`config.mk`:
```
export PLATFORM = sky130hd
export DESIGN_NAME = week_tally
export DESIGN_NICKNAME = d
export VERILOG_FILES = /design/src/rtl/week_tally.sv
export SDC_FILE = /design/constraint.sdc
export NUM_CORES = 1
export LEC_CHECK = 0
export CORE_MARGIN = 1.5
export CORE_UTILIZATION = 47
export CTS_BUF_LIST = sky130_fd_sc_hd__clkbuf_16
export DETAILED_ROUTE_END_ITERATION = 6
export PLACE_DENSITY_LB_ADDON = 0.05
export SETUP_SLACK_MARGIN = 0.5
export SYNTH_ARGS = -nofsm -noshare
export SYNTH_HDL_FRONTEND = slang
export SYNTH_SLANG_ARGS = --single-unit
```
`constraint.sdc`:
```
create_clock -name clk -period 3.9 [get_ports clk]
set_clock_uncertainty 0.1 [all_clocks]
set_input_delay 0.78 -clock clk [delete_from_list [all_inputs] [get_ports clk]]
set_output_delay 0.78 -clock clk [all_outputs]
set_load 0.01 [all_outputs]
```
`src/rtl/week_tally.sv`:
```
// Downstream monitor of a mod-7 day counter: registered one-hot day decode,
// week accumulation on each 6->0 wrap, and a sticky illegal-code/step flag.
module week_tally #(
    parameter int W   = 6,
    parameter int MOD = 52
) (
    input  logic         clk,
    input  logic         rst,
    input  logic [2:0]   CNT,
    input  logic         ERR_CLR,
    output logic [6:0]   DAY,
    output logic [W-1:0] WEEK,
    output logic         WRAP,
    output logic         WEEK_WRAP,
    output logic         ERR
);

    localparam logic [W-1:0] LP_LAST = W'(MOD - 1);

    logic [2:0]   r_prev_cnt;
    logic         r_prev_vld;
    logic [6:0]   r_day;
    logic [W-1:0] r_week;
    logic         r_wrap;
    logic         r_week_wrap;
    logic         r_err;

    logic [2:0]   w_succ;
    logic         w_step_ok;
    logic         w_e_code;
    logic         w_e_step;
    logic         w_wrap_det;
    logic [6:0]   w_day;

    always_comb begin
        w_succ     = (r_prev_cnt == 3'd6) ? 3'd0 : r_prev_cnt + 3'd1;
        w_step_ok  = (CNT == r_prev_cnt) || (CNT == w_succ);
        w_e_code   = (CNT == 3'd7);
        // a 7 has already been flagged, so the step out of it is not checked
        w_e_step   = r_prev_vld && (r_prev_cnt != 3'd7) && !w_e_code && !w_step_ok;
        w_wrap_det = r_prev_vld && (r_prev_cnt == 3'd6) && (CNT == 3'd0);
        // code 7 shifts the bit out of the 7-bit field, giving an all-zero decode
        w_day      = 7'd1 << CNT;
    end

    always_ff @(posedge clk or posedge rst) begin
        if (rst) begin
            r_prev_cnt  <= '0;
            r_prev_vld  <= 1'b0;
            r_day       <= '0;
            r_week      <= '0;
            r_wrap      <= 1'b0;
            r_week_wrap <= 1'b0;
            r_err       <= 1'b0;
        end else begin
            r_prev_cnt  <= CNT;
            r_prev_vld  <= 1'b1;
            r_day       <= w_day;
            r_wrap      <= w_wrap_det;
            r_week_wrap <= 1'b0;
            if (w_wrap_det) begin
                if (r_week == LP_LAST) begin
                    r_week      <= '0;
                    r_week_wrap <= 1'b1;
                end else begin
                    r_week <= r_week + 1'b1;
                end
            end
            if (w_e_code || w_e_step) begin
                r_err <= 1'b1;
            end else if (ERR_CLR) begin
                r_err <= 1'b0;
            end
        end
    end

    assign DAY       = r_day;
    assign WEEK      = r_week;
    assign WRAP      = r_wrap;
    assign WEEK_WRAP = r_week_wrap;
    assign ERR       = r_err;

endmodule

```
* Word-level counts from Yosys, hierarchy flattened
Index checks and enable logic that the tools add are counted.
** Word-level totals
- Flip-flop bits (word level) :: 20
- Bits in latches :: 0
- Bits in writable memories :: 0
- Memory bits (read-only) :: 0
- Input bits :: 6
- Output and inout bits :: 16
- Memories :: 0
** Cells by class
- $add $sub $neg :: 2
- Multiply operators :: 0
- Divide/modulo/power cells :: 0
- $lt $le $gt $ge :: 0
- Equality and inequality tests :: 6
- Shift-type cells :: 1
- Mux-type cells :: 6
- Bitwise gates (word level) :: 0
- Reductions and logical operators :: 11
** Operators with widths (number)
- left shift 1 x 3 -> 7 bit (first input constant) :: 1
- adder 6 x 1 -> 6 bit (second input constant) :: 1
- equality test 3 bit :: 2
- equality test 3 bit (second input constant) :: 2
- equality test 6 bit (second input constant) :: 1
- two-way mux 6 bit :: 1
- logical AND 1 bit :: 5
- two-way mux 1 bit :: 4
- adder 3 x 1 -> 3 bit (second input constant) :: 1
- logical NOT 3 bit :: 1
- two-way mux 3 bit :: 1
- inequality test 3 bit (second input constant) :: 1
- logical NOT 1 bit :: 2
- logical OR 1 bit :: 2
- nonzero test 2 bit :: 1

* Logic depth before layout (Yosys ltp)
- Depth after elaboration :: 8
- Mapped depth :: 6

* Least setup slack after synthesis
Ideal clock, no wire load.
- Path kind :: input -> register
- Start :: input CNT[0]
- End :: register r_err (netlist: ERR)
- Setup time :: 124 ps
- Data arrival time :: 1817 ps
- Path slack :: 1859 ps
- Cell stages on the path :: 5
- Cell sequence :: buf_6 nor2b_4 or4_1 a31o_1 o31a_1
** On the way
- Longest elaborated chain between the ends :: 6
** RTL lines
- start: declaration :: line 9 : input logic [2:0] CNT,
- equality test 3 bit, on equally long branches :: line 38, 37
- logical NOT 1 bit / logical OR 1 bit (equally long branches) :: line 40, 37
- logical AND 1 bit / logical NOT 1 bit (equally long branches) :: line 40 : w_e_step = r_prev_vld && (r_prev_cnt != 3'd7) && !w_e_code && !w_step_ok;
- logical AND 1 bit :: line 40
- logical OR 1 bit * :: line 69 : if (w_e_code || w_e_step) begin
- two-way mux 1 bit / nonzero test 2 bit (equally long branches)
- end signal: assignment :: line 54 : r_err <= 1'b0;
- end signal: assignment :: line 70 : r_err <= 1'b1;
- end signal: assignment :: line 72 : r_err <= 1'b0;
- end: declaration :: line 26 : logic r_err;
Every way passes the cells marked *; elsewhere a longest branch is shown, timed or not.
A chain may end at the register's enable or synchronous reset.

* Worst setup path after layout
- Start :: input CNT[2]
- End :: register r_week[4] (netlist: WEEK[4])
** On the way
- Longest elaborated chain between the ends :: 2
** RTL lines
- logical NOT 3 bit :: line 41 : w_wrap_det = r_prev_vld && (r_prev_cnt == 3'd6) && (CNT == 3'd0);
- logical AND 1 bit :: line 41
- via w_wrap_det :: line 32 : logic w_wrap_det;
- end signal: assignment :: line 66 : r_week <= r_week + 1'b1;
- end: declaration :: line 23 : logic [W-1:0] r_week;
The timed path passes the listed nets, and every way through them passes these cells.

==> out/qor.log <==
INFO  logic_synthesis syn-instance-count=83
INFO  timing         worst-slew-pin-transition=700ps
INFO  die            design.portCount=22
INFO  timing         worst_slew_margin_rel=53.3%
INFO  clocking       cts-hold-fix-buffers=0
INFO  final_layout   area_growth=33.0%
INFO  power_and_ir_drop power_switching=109µW
INFO  detailed_routing post_route_wl=1600µm
INFO  logic_synthesis synthesis.yosys.warnings=0
INFO  power_and_ir_drop cellInternalPower=384µW
INFO  clocking       postCtsSetupBuffers=0
INFO  global_route   grt_pass1_vias=569
INFO  power_and_ir_drop power.combinational.fraction=11.2%
INFO  clocking       count_of_clock_tree_sinks=20
INFO  placement      dp_hpwl=1070µm
INFO  detailed_routing drtIter0Drc=8
INFO  die            die_h=47.0µm
INFO  die            start_util=51.6%
INFO  timing         grt_setup_unrepaired=false
INFO  logic_synthesis synth_top_flop_cell=sky130_fd_sc_hd__dfrtp_1
INFO  timing         report.final.setup_viol=0
INFO  setup_path     critical_path.top_delay_family=buffers and inverters
INFO  placement      post-place-cells=126
INFO  final_layout   final_non_filler_cell_total=130
INFO  final_layout   num-nets-final=114
INFO  setup_path     crit_path_max_fanout=12
INFO  timing         period_minus_slack=2420ps
INFO  logic_synthesis synthesis.nets=91
INFO  clocking       clock_latency=250ps
INFO  die            floorplan.core_area=0.00176mm²
INFO  logic_synthesis async_reset_ff_share=100%
INFO  final_layout   drive_above_1_share=6.67%
INFO  global_route   globalRoute.totalOverflow=0
INFO  logic_synthesis synth-seq-cells=20
INFO  final_layout   antenna_cells_inserted=0
INFO  logic_synthesis yosysUniqueCellTypes=32
INFO  power_and_ir_drop power.sequential.fraction=46.1%
INFO  power_and_ir_drop powerDensity=407mW/mm²
INFO  power_and_ir_drop switching_share=22.1%
INFO  power_and_ir_drop total_power=493µW
INFO  clocking       ctsLongestPathBuffers=2
INFO  setup_path     cp-start-kind=input pin
INFO  global_route   grt_first_pass_wirelength=2550µm
INFO  logic_synthesis synth-edff-count=0
INFO  power_and_ir_drop ir_drop=0.000281V
INFO  logic_synthesis mean_post_synth_cell_area=11.0µm²
INFO  logic_synthesis largest_area_contributor_in_the_netlist=sky130_fd_sc_hd__dfrtp_1
INFO  clocking       tritoncts_clock_tree=done
INFO  global_route   initial_antenna_violation_count=0
INFO  detailed_routing detailroute.via_count=654
INFO  setup_path     timing.critical_path.required=3960ps
INFO  setup_path     criticalPathCategory=in2reg
INFO  flow_run       drv_cap=0
INFO  setup_path     crit_path_frequent_cell=sky130_fd_sc_hd__a41oi_1
INFO  power_and_ir_drop power_frac_clock=42.8%
INFO  setup_path     worstPathCellList=clkdlybuf4s50_1, nor3_2, nand4_2, inv_2, a41oi_1, a41oi_1
INFO  timing         hold_viol_final=0
INFO  die            placementRows=15
INFO  setup_path     crit_arrival=2480ps
INFO  setup_path     crit_path_max_incr_delay=620ps
INFO  clocking       clk_pin_slew=50ps
INFO  detailed_routing avgRoutedWirePerCell=12.3µm
INFO  hold_path      min_path_type=reg2reg
INFO  global_route   global_route.usage.total=17.7%
INFO  power_and_ir_drop p_leak=0.561nW
INFO  setup_path     critical_path.endpoint_type=flop
INFO  logic_synthesis post-synth-top-count-cell=sky130_fd_sc_hd__dfrtp_1
INFO  logic_synthesis synth-seq-area-share=55.0%
INFO  placement      portBuffers=21
INFO  status         run_status=finished, final reports clean
INFO  timing         timing.final.max_slew_violations=0
INFO  final_layout   post-route-util=68.6%
INFO  clocking       root_buffer=sky130_fd_sc_hd__clkbuf_16
INFO  logic_synthesis synth_area=910µm²
INFO  clocking       h-tree-depth=1
INFO  logic_synthesis synth_commonest_cells=sky130_fd_sc_hd__dfrtp_1, sky130_fd_sc_hd__nand2_1, sky130_fd_sc_hd__inv_1, sky130_fd_sc_hd__nand3_1, sky130_fd_sc_hd__nor3b_1
INFO  logic_synthesis fraction_of_post_synthesis_cell_area_in_the_top_cell_type_by_area=55.0%
INFO  setup_path     timing.critical_path.slowest_stage_cell=sky130_fd_sc_hd__clkdlybuf4s50_1
INFO  detailed_routing postRouteAntennaNets=0
INFO  die            dieArea=0.00221mm²
INFO  clocking       clock_buffer_count_from_cts=3
INFO  logic_synthesis netlist_top_cells_area=sky130_fd_sc_hd__dfrtp_1, sky130_fd_sc_hd__nor3b_1, sky130_fd_sc_hd__nand2_1
INFO  die            chip_width=47.0µm
INFO  setup_path     path_buf_inv=2
INFO  placement      global_placement_routability_congestion=0.760
INFO  clocking       post_cts.resized_instances=0
INFO  detailed_routing post-route-drc-count=0
INFO  detailed_routing post_drt_via_cell_ratio=5.03
INFO  detailed_routing firstDrtPassIters=4
INFO  global_route   largest_net_degree_at_the_start_of_global_routing=21
INFO  timing         finalSetupTns=0ps
INFO  timing         fmaxAchievable=414MHz
INFO  timing         finalCritPeriodShare=62.0%
power by group through the flow:
stage	sequential (mW)	combinational [mW]	clock (mW)
floorplan	0.232	0.0283	0
global placement	0.230	0.0550	0
detailed placement	0.230	0.0558	0
CTS	0.227	0.0560	0.212
global route	0.228	0.0627	0.218
finish	0.227	0.0551	0.211
through the flow:
stage                     hold slack [ps]  cell area (µm²)  setup slack [ps]
after floorplan                       449              910              1860
after global placement                420             1130              1280
after detailed placement              427             1130              1230
after CTS                             441             1210              1490
after global routing                  455             1210              1340
final                                 446             1210              1480
flip-flops by register name (all words and copies together), names as in the netlist:
register	flops
ERR	1
WRAP	1
WEEK_WRAP	1
DAY	7
r_prev_cnt	3
WEEK	6
r_prev_vld	1
layout make-up:
| class | instances | area [µm²] |
|---|---|---|
| clock buffers | 3 | 75.1 |
| inverters | 6 | 22.5 |
| flip-flops and latches | 20 | 500 |
| repair buffers | 21 | 210 |
| clock inverters | 1 | 3.75 |
| multi-input cells | 54 | 367 |
| well taps | 25 | 31.3 |
| fillers | 148 | 554 |
worst register-to-register path: stages (launching register included):
cell                      delay [ps]
sky130_fd_sc_hd__dfrtp_1         460
sky130_fd_sc_hd__and2_1          200
sky130_fd_sc_hd__ha_1            280
sky130_fd_sc_hd__xor2_1          140
sky130_fd_sc_hd__o21a_1          200
sky130_fd_sc_hd__o31a_1          270
cells by family after synthesis:
kind of cell             share of synthesized area (%)
AO/OA/AOI/OAI                                     10.5
AND/OR/NAND/NOR                                   21.9
buffers and inverters                             4.68
XOR/XNOR                                          4.82
adder cells (fa/ha/maj)                           2.75
flip-flops                                        55.0
other                                            0.412
path summary, 6_finish.rpt:
path	depth (start not counted)	endpoint	slack [ps]	startpoint
min in group asynchronous	2	DAY[0]	840	rst
hold reg to reg	1	WEEK[5]	450	WEEK[5]
setup / recovery	6	WEEK[4]	1480	CNT[2]
max in group asynchronous	2	WEEK[5]	2410	rst
hold / removal	1	WEEK[5]	450	WEEK[5]
setup reg to reg	5	ERR	2130	r_prev_cnt[1]
metal layers:
metal | global-route usage [%] | up-vias | share of wire (%)
met3 | 4.62 | 4 | 3.7
met2 | 23.3 | 17 | 43
met5 | 0 | - | 0
li1 | - | 330 | -
met1 | 24.8 | 303 | 50
met4 | 13.3 | 0 | 3.0
cells in the final DEF, fill, tap and decap left out, types with 2 or more instances in the layout:
| master | n |
|---|---|
| sky130_fd_sc_hd__nor3_1 | 2 |
| sky130_fd_sc_hd__a21o_1 | 3 |
| sky130_fd_sc_hd__nor2_1 | 2 |
| sky130_fd_sc_hd__a41oi_1 | 2 |
| sky130_fd_sc_hd__clkdlybuf4s50_1 | 21 |
| sky130_fd_sc_hd__nor3b_1 | 5 |
| sky130_fd_sc_hd__nand2_1 | 7 |
| sky130_fd_sc_hd__xor2_1 | 3 |
| sky130_fd_sc_hd__nor2b_1 | 2 |
| sky130_fd_sc_hd__xnor2_1 | 2 |
| sky130_fd_sc_hd__dfrtp_1 | 20 |
| sky130_fd_sc_hd__inv_1 | 5 |
| sky130_fd_sc_hd__ha_1 | 2 |
| sky130_fd_sc_hd__a21oi_1 | 2 |
| sky130_fd_sc_hd__clkbuf_16 | 3 |
| sky130_fd_sc_hd__o21ai_1 | 3 |
| sky130_fd_sc_hd__nand3_1 | 5 |
| sky130_fd_sc_hd__and3b_1 | 2 |
No activity file was read; power rests on OpenSTA's default activity.
